--- config.mk ---
export PLATFORM = sky130hd
export DESIGN_NAME = controle_varredura_demux
export DESIGN_NICKNAME = d
export VERILOG_FILES = /design/src/rtl/varredura_pkg.sv /design/src/rtl/controle_varredura_demux_contador.sv /design/src/rtl/controle_varredura_demux.sv
export SDC_FILE = /design/constraint.sdc
export NUM_CORES = 1
export LEC_CHECK = 0
export BUFFER_PORTS_ARGS = -buffer_cell sky130_fd_sc_hd__buf_2
export CAP_MARGIN = 20
export CORE_MARGIN = 4
export CORE_UTILIZATION = 47
export CTS_BUF_LIST = sky130_fd_sc_hd__clkbuf_4 sky130_fd_sc_hd__clkbuf_8 sky130_fd_sc_hd__clkbuf_16
export CTS_CLUSTER_SIZE = 8
export DETAILED_ROUTE_END_ITERATION = 6
export HOLD_SLACK_MARGIN = 0.05
export PLACE_DENSITY_LB_ADDON = 0.12
export SLEW_MARGIN = 20
export SYNTH_ARGS = -nofsm -noshare
export SYNTH_HDL_FRONTEND = slang
export SYNTH_SLANG_ARGS = --single-unit
--- constraint.sdc ---
create_clock -name clock -period 6 [get_ports clock]
set_clock_uncertainty 0.05 [all_clocks]
set_input_delay 0 -clock clock [delete_from_list [all_inputs] [get_ports clock]]
set_output_delay 0 -clock clock [all_outputs]
set_load 0.01 [all_outputs]
--- src/rtl/varredura_pkg.sv ---
// Shared definitions for the position sweep scheduler: FSM state codes,
// angle lookup table and small constant helpers.
package varredura_pkg;

    localparam int N_POS = 8;

    typedef enum logic [3:0] {
        INICIAL   = 4'd0,
        POSICIONA = 4'd1,
        MEDE      = 4'd2,
        ESPERA    = 4'd3,
        REGISTRA  = 4'd4,
        PROXIMO   = 4'd5
    } estado_t;

    // Angle per position in BCD: 20 + 20*pos degrees
    localparam logic [11:0] ANGLE_BCD [0:N_POS-1] = '{
        12'h020, 12'h040, 12'h060, 12'h080,
        12'h100, 12'h120, 12'h140, 12'h160
    };

    function automatic logic [11:0] angulo_bcd(input logic [2:0] pos);
        return ANGLE_BCD[pos];
    endfunction

    function automatic int max_int(input int a, input int b);
        return (a > b) ? a : b;
    endfunction

endpackage

--- src/rtl/controle_varredura_demux_contador.sv ---
// Saturating up-counter with synchronous clear, enable and a terminal flag
// that is raised once the count has reached a runtime-selected limit.
module contador_m #(
    parameter int W = 4
) (
    input  logic         clk,
    input  logic         rst,
    input  logic         i_clr,
    input  logic         i_en,
    input  logic [W-1:0] i_limite,
    output logic         o_fim
);

    logic [W-1:0] r_count;

    // Count up while enabled; holds at all-ones so it can never wrap
    always_ff @(posedge clk or posedge rst) begin
        if (rst) begin
            r_count <= '0;
        end else if (i_clr) begin
            r_count <= '0;
        end else if (i_en && (r_count != {W{1'b1}})) begin
            r_count <= r_count + {{(W-1){1'b0}}, 1'b1};
        end else begin
            r_count <= r_count;
        end
    end

    assign o_fim = (r_count >= i_limite);

endmodule

--- src/rtl/controle_varredura_demux.sv ---
// Ping-pong sweep scheduler for the 8-way demux: settle, request a measurement,
// wait for completion or timeout, then step to the next position.
module controle_varredura_demux
    import varredura_pkg::*;
#(
    parameter int BITS           = 3,
    parameter int SETTLE_CYCLES  = 1000,
    parameter int TIMEOUT_CYCLES = 2000
) (
    input  logic            clock,
    input  logic            reset,
    input  logic            ligar,
    input  logic            pronto_medida,
    output logic [2:0]      sel,
    output logic [BITS-1:0] dado_demux,
    output logic            mede,
    output logic [11:0]     s_angulo,
    output logic            ativo,
    output logic            erro_timeout,
    output logic            fim_varredura,
    output logic [3:0]      db_estado
);

    localparam int CW = $clog2(max_int(SETTLE_CYCLES, TIMEOUT_CYCLES) + 1);

    estado_t     r_estado;
    logic [2:0]  r_pos;
    logic        r_desce;
    logic [11:0] r_angulo;
    logic        r_mede;
    logic        r_ativo;
    logic        r_erro;
    logic        r_fim;

    logic          w_clr;
    logic          w_en;
    logic          w_fim;
    logic [CW-1:0] w_limite;
    logic [2:0]    w_pos_prox;
    logic          w_desce_prox;
    logic          w_vira;

    // Counter control: restart on entry to each timed state, run while timing
    always_comb begin
        w_clr    = 1'b0;
        w_en     = 1'b0;
        w_limite = CW'(SETTLE_CYCLES);
        case (r_estado)
            INICIAL, MEDE, PROXIMO: w_clr = 1'b1;
            POSICIONA:              w_en  = 1'b1;
            ESPERA: begin
                w_en     = 1'b1;
                w_limite = CW'(TIMEOUT_CYCLES - 1);
            end
            default: w_clr = 1'b1;
        endcase
    end

    contador_m #(.W(CW)) u_contador (
        .clk      (clock),
        .rst      (reset),
        .i_clr    (w_clr),
        .i_en     (w_en),
        .i_limite (w_limite),
        .o_fim    (w_fim)
    );

    // Next position of the ping-pong walk; reversal bounces off the ends
    always_comb begin
        w_pos_prox   = r_pos;
        w_desce_prox = r_desce;
        w_vira       = 1'b0;
        if (!r_desce) begin
            if (r_pos == 3'd7) begin
                w_pos_prox   = 3'd6;
                w_desce_prox = 1'b1;
                w_vira       = 1'b1;
            end else begin
                w_pos_prox = r_pos + 3'd1;
            end
        end else begin
            if (r_pos == 3'd0) begin
                w_pos_prox   = 3'd1;
                w_desce_prox = 1'b0;
                w_vira       = 1'b1;
            end else begin
                w_pos_prox = r_pos - 3'd1;
            end
        end
    end

    // Sweep FSM with registered Moore outputs and single-cycle pulses
    always_ff @(posedge clock or posedge reset) begin
        if (reset) begin
            r_estado <= INICIAL;
            r_pos    <= 3'd0;
            r_desce  <= 1'b0;
            r_angulo <= 12'h020;
            r_mede   <= 1'b0;
            r_ativo  <= 1'b0;
            r_erro   <= 1'b0;
            r_fim    <= 1'b0;
        end else begin
            r_mede <= 1'b0;
            r_erro <= 1'b0;
            r_fim  <= 1'b0;
            case (r_estado)
                INICIAL: begin
                    if (ligar) begin
                        r_estado <= POSICIONA;
                        r_ativo  <= 1'b1;
                    end else begin
                        r_ativo <= 1'b0;
                    end
                end
                POSICIONA: begin
                    if (w_fim) begin
                        r_estado <= MEDE;
                        r_mede   <= 1'b1;
                    end else begin
                        r_estado <= POSICIONA;
                    end
                end
                MEDE: r_estado <= ESPERA;
                ESPERA: begin
                    if (pronto_medida) begin
                        r_estado <= REGISTRA;
                    end else if (w_fim) begin
                        r_estado <= REGISTRA;
                        r_erro   <= 1'b1;
                    end else begin
                        r_estado <= ESPERA;
                    end
                end
                REGISTRA: r_estado <= PROXIMO;
                PROXIMO: begin
                    r_pos    <= w_pos_prox;
                    r_desce  <= w_desce_prox;
                    r_angulo <= angulo_bcd(w_pos_prox);
                    r_fim    <= w_vira;
                    if (ligar) begin
                        r_estado <= POSICIONA;
                    end else begin
                        r_estado <= INICIAL;
                        r_ativo  <= 1'b0;
                    end
                end
                default: begin
                    r_estado <= INICIAL;
                    r_ativo  <= 1'b0;
                end
            endcase
        end
    end

    always_comb begin
        dado_demux      = '0;
        dado_demux[2:0] = r_pos;
    end

    assign sel           = r_pos;
    assign mede          = r_mede;
    assign s_angulo      = r_angulo;
    assign ativo         = r_ativo;
    assign erro_timeout  = r_erro;
    assign fim_varredura = r_fim;
    assign db_estado     = r_estado;

endmodule

======== Word level (Yosys, flattened, before mapping) ========
Memories as Yosys holds them, arrays and structs flattened. A register that Yosys moved wholly into a read port is not among the register bits.
Cells that the tools add are included.
cells by class
  muxes and demuxes ....................... 26
  add/sub/neg operators ................... 3
  reductions and logical operators ........ 6
  bitwise logic cells ..................... 2
  eq/ne operators ......................... 10
  $lt $le $gt $ge ......................... 1
operators by type and width
  cell                     number
  $mux W11                 3
  $pmux W4 S6              1
  $mux W3                  5
  $mux W1                  14
  $add A11 B1 Y11 const B  1
  $ge A11 B11 Y1           1
  $ne A11 B11 Y1 const B   1
  $eq A4 B2 Y1 const B     2
  $eq A4 B3 Y1 const B     2
  $eq A4 B1 Y1 const B     1
  $logic_not A4 Y1         1
  $mux W4                  1
  $ne A2 B2 Y1 const B     2
  $not A3 Y4               1
  $reduce_or A4 Y1         1
  $add A3 B1 Y3 const B    1
  $eq A3 B3 Y1 const B     1
  $logic_not A3 Y1         1
  $pmux W1 S3              1
  $sub A3 B1 Y3 const B    1
  $mux W2                  1
  $ne A2 B1 Y1 const B     1
  $reduce_and A2 Y1        1
  $reduce_or A2 Y1         1
  2 further kinds          2
word-level totals
  flip-flop bits (word level) ............. 23
  word-level logic and storage cells ...... 57
  memories ................................ 1
  bits of input ports ..................... 4
  memory bits (read-only) ................. 96
memories
  name             words  width  rd ports  clocked after memory_dff  write ports  RTL line             RTL
  (no name shown)  8      12     1         1                         0            varredura_pkg.sv:23  return ANGLE_BCD[pos];

======== Depth between registers and ports, before layout ========
  word-level depth ........................ 6
  gate-level depth with buffers ........... 10

======== By module ========
Synthesis repeated with hierarchy kept, for this count alone.
second synthesis, totals
  cells, all modules ...................... 198
  area total of the unflattened synthesis .. 1774.2 um^2
modules (own cells, without submodules)
  module                    seq. area each (um^2)  instances  cells each  area each (um^2)
  controle_varredura_demux  351.6                  1          101         902.1
  contador_m                275.3                  1          97          872.1

======== Worst setup path before layout ========
OpenSTA, ideal clock, no wires.
  path type ............................... register -> register
  start point ............................. register r_estado[2], in the netlist db_estado[2]
  end point ............................... register r_estado[1], in the netlist db_estado[1]
  cell stages (with the launch flop) ...... 9
  clock period less this slack ............ 2.355 ns
  arrival time ............................ 2.184 ns
  required time ........................... 5.828 ns
  setup time .............................. 0.122 ns
  path buffers ............................ 1
  setup slack ............................. 3.645 ns
  path through ............................ dfrtp_1 clkbuf_1 nor2_1 nand2_1 ha_1 a211oi_1 o211ai_1 a21o_1 a32o_1
between the ends
  longest elaborated chain between the ends .. 6
RTL lines
  item                    RTL line                                                         RTL
  start, declared         controle_varredura_demux.sv:26                                   estado_t r_estado;
  start signal, assigned  controle_varredura_demux.sv:95                                   r_estado <= INICIAL;
  start signal, assigned  controle_varredura_demux.sv:110                                  r_estado <= POSICIONA;
  start signal, assigned  controle_varredura_demux.sv:118                                  r_estado <= MEDE;
  $eq A4 B2 Y1            controle_varredura_demux.sv:48, controle_varredura_demux.sv:107
  $mux W11                controle_varredura_demux.sv:48                                   case (r_estado)
  $ge A11 B11 Y1          controle_varredura_demux_contador.sv:29                          assign o_fim = (r_count >= i_limite);
  $mux W3                 controle_varredura_demux.sv:128                                  end else if (w_fim) begin
  $mux W3                 controle_varredura_demux.sv:126                                  if (pronto_medida) begin
  $pmux W4 S6             controle_varredura_demux.sv:107                                  case (r_estado)
Several ways; a longest one is shown, not always the timed one.
A chain may end at the register's enable or synchronous reset.

======== Worst setup path after layout ========
  start point ............................. register r_estado[0], in the netlist db_estado[0]
  end point ............................... register r_estado[1], in the netlist db_estado[1]
Same word-level chain as after synthesis.

==> results.md <==
* Status: complete, no violations
* Max Root-Sink Buffers at 2
* Commonest non-fill, non-tap cells in the layout: 24 x dfrtp_1, 21 x nand2_1, 20 x buf_2
* H-tree Lvls at 1
* Clk Latency, worst-skew pair at about 0.31 ns
* Peak VDD IR at 180 µV
* Pin count of the biggest net entering global routing at 26
* Crit-path cells: inv_1 > nor2_1 > nand2_1 > ha_1 > a211oi_1 > o211ai_1 > a21o_1 > a32o_1
* Fin crit share at roughly 44%
* P_sw at 0.000142 W
* Min-Delay Path Class: in -> async
* Final hold violation count at 0
* Core Footprint at 3100 µm²
* Rel. slew slack at 62.4%
* Yosys cell types at between 40 and 50
* Startpoint class of the critical path: flop
* Crit path DAT at 2.83 ns
* Initial DRC Count at 32
* Total Routed Length at 2.97 mm
* Async S/R FF share, synth at 100%
* GRT Residual Overflow at 0
* Net Sw Frac at 34.5%
* Number of endpoints failing setup at the final stage at 0
* # DRC at 0
* Ant. Diodes at 0
* Clock power share at between 15 and 20%
* Die Wd at 65.3 µm
* Area grow syn2layout at 8.10%
* Critical path fanouts, max at 9
* Min Tclk post-route at roughly 2.7 ns
* Combinational share of power at 27.0%
* Initial antenna violation count at 0
* Leading area contributor after synthesis: dfrtp_1
* Least-Margin Pin Slew at 0.559 ns
* Simple-gate share of the synthesized area at 18.2%
* Die H at 65.3 µm
* CTS root buffer: clkbuf_4
* Crit Path Category: reg -> reg
* LEAKAGE at between 0.8 and 0.9 nW
* GRT Overall Usage at 14.7%
* Crit. End Element: flop
* CTS tree: done
* Synth area leaders: dfrtp_1 39%, ha_1 8.9%, buf_4 6.3%, nand2_1 5.1%, o21ai_0 3.6%
* Via density at 5.26
* Commonest non-fill, non-tap cell in the layout: dfrtp_1
* Area post-placement at roughly 1600 µm²
* Critical-path cell with the highest stage delay: dfrtp_1
* Setup TNS at 0 ns
* Dpl hpwl at 2.18 mm
* Cts bufs inserted at 3
* Die area at 4270 µm²
* Worst EP required at 6.16 ns
* Post-route ant nets at 0
* Post-synthesis compound-gate area fraction at 17.8%
* Number of global-route vias before repair at approximately 1200
* WL/cell at 12.9 µm
* Post-CTS Setup Bufs at 0
* I/O pin count at 30
* FMAX at approximately 0.38 GHz
* Post-synthesis cell count at 169
* Fin area at 1670 µm²
* FP Rows at 20
* Top FF cell, synth: dfrtp_1
* Via count at 1215
* PortBufs at 20
* Largest family of logic cells by synthesized area: simple AND/OR/NAND/NOR gates
* Unrepaired setup endpoints after global routing: no
* Yosys warning count at 0
* Max-cap violation count at 0
* Post-Syn Area at 1540 µm²
* PD cells at between 200 and 250 nW/µm²
* Syn avg cell area at 9.14 µm²
* Multiplexer share of the synthesized area at approximately 2%
* Initial core utilization at roughly half
* Register share of total power at between 50 and 60%
* Gpl congestion at 0.900
* Clock sink count at 25
* Max Slew Vio Count at 0
* Layout cells sized above 1 at 16.6%
* Pwr Total at 0.000412 W
* XOR/XNOR share of the synthesized area at 1.13%
* Pint at 0.000270 W
* Drt pass-1 iters at 4
* Post-Synth Adder-Cell Area at 8.91%
* Number of synthesized flops with an enable pin at 0
* CTS clk-pin slew, worst paths at 0.14 ns
* Final hold slack at roughly 0.09 ns
* Share of the synthesized area in the top cell type at 38.9%
* Flops & latches, synth at 25
* Sequential cell area fraction in the yosys report at 40.6%
* # nets final at approximately 200
* CP peak stage delay at ~0.52 ns
* First-pass GRT wire length at 5.08 mm
## worst max-delay path, delay by kind of cell (launching register included)
family,cells,cell delay [ns]
AO/OA/AOI/OAI,4,0.93
AND/OR/NAND/NOR,2,0.63
flip-flops,1,0.52
adder cells (fa/ha/maj),1,0.35
buffers and inverters,1,0.09
## through the flow
step / std cells / setup slack (ns) / util, %
floorplan: 177 / 3.64 / -
global placement: 223 / 3.54 / 51.5
detailed placement: 223 / 3.39 / 51.5
CTS: 230 / 3.36 / 53.3
global route: 231 / 3.17 / 53.8
finish: 231 / 3.34 / 53.8
## synthesized netlist by cell type (2+ instances only)
library cell and instances:
a21oi_1 10, a31oi_1 3, and3_1 3, and3_2 2
buf_4 13, buf_6 2, clkbuf_1 2, dfrtp_1 24
ha_1 11, inv_1 10, mux2i_1 2, nand2_1 21
nand2b_1 2, nand3_1 7, nor2_1 9, nor2b_1 2
nor3_1 2, o211ai_1 2, o21ai_0 11, o221ai_1 2
o31ai_1 2, or3_1 3, or4_1 2, xnor2_1 2
## logic make-up after synthesis
family          Yosys count
xor+xnor                  2
other cells               1
buf+inv                  28
mux                       3
fa+ha+maj                11
flops                    25
compound gates           42
simple gates             57
## timing repair
action | CTS | global route
gates resized for setup | 0 | 0
hold endpoints to repair | 28 | 0
setup endpoints to repair | 0 | 0
hold buffers | 3 | 0
## sequential cells by signal (all words and copies together), names as in the netlist
name,flops
u_contador.r_count,11
ativo,1
dado_demux,2
r_desce,1
mede,1
erro_timeout,1
s_angulo,4
fim_varredura,1
db_estado,3
## power by group through the flow
stage / combinational [W] / clock (W) / sequential (W)
2_1_floorplan: 0.0000935 / 0 / 0.000221
5_1_grt: 0.000127 / 0.0000862 / 0.000230
6_report: 0.000111 / 0.0000746 / 0.000226
3_5_place_dp: 0.000109 / 0 / 0.000227
3_3_place_gp: 0.000106 / 0 / 0.000229
4_1_cts: 0.000110 / 0.0000809 / 0.000225
## worst paths after layout
| path | start | endpoint | slack, ns | depth (start not counted) |
|---|---|---|---|---|
| setup reg to reg | db_estado[0] | db_estado[1] | 3.34 | 8 |
| setup / recovery | db_estado[0] | db_estado[1] | 3.34 | 8 |
| hold / removal | reset | s_angulo[7] | 0.09 | 3 |
| hold reg to reg | s_angulo[6] | s_angulo[6] | 0.44 | 2 |
| min in group clock | pronto_medida | erro_timeout | 0.37 | 3 |
| max in group asynchronous | reset | db_estado[0] | 5.40 | 4 |
## cell type report
type / instances / area (µm²)
clock buffers: 3 / 22.5
flip-flops and latches: 25 / 627
repair buffers: 24 / 145
fillers: 315 / 1430
inverters: 10 / 37.5
clock inverters: 1 / 5.00
well taps: 44 / 55.1
multi-input cells: 124 / 777
## per-layer routing
| metal | vias to the layer above | wire [µm] | track usage (%) | share of wire (%) |
|---|---|---|---|---|
| li1 | 614 | - | - | - |
| met4 | 0 | 20 | 3.89 | 0.67 |
| met2 | 26 | 1440 | 25.8 | 48 |
| met3 | 2 | 118 | 2.39 | 4.0 |
| met1 | 573 | 1390 | 18.8 | 47 |
| met5 | - | 0 | 0 | 0 |
Power figures use the tool's default switching activity.
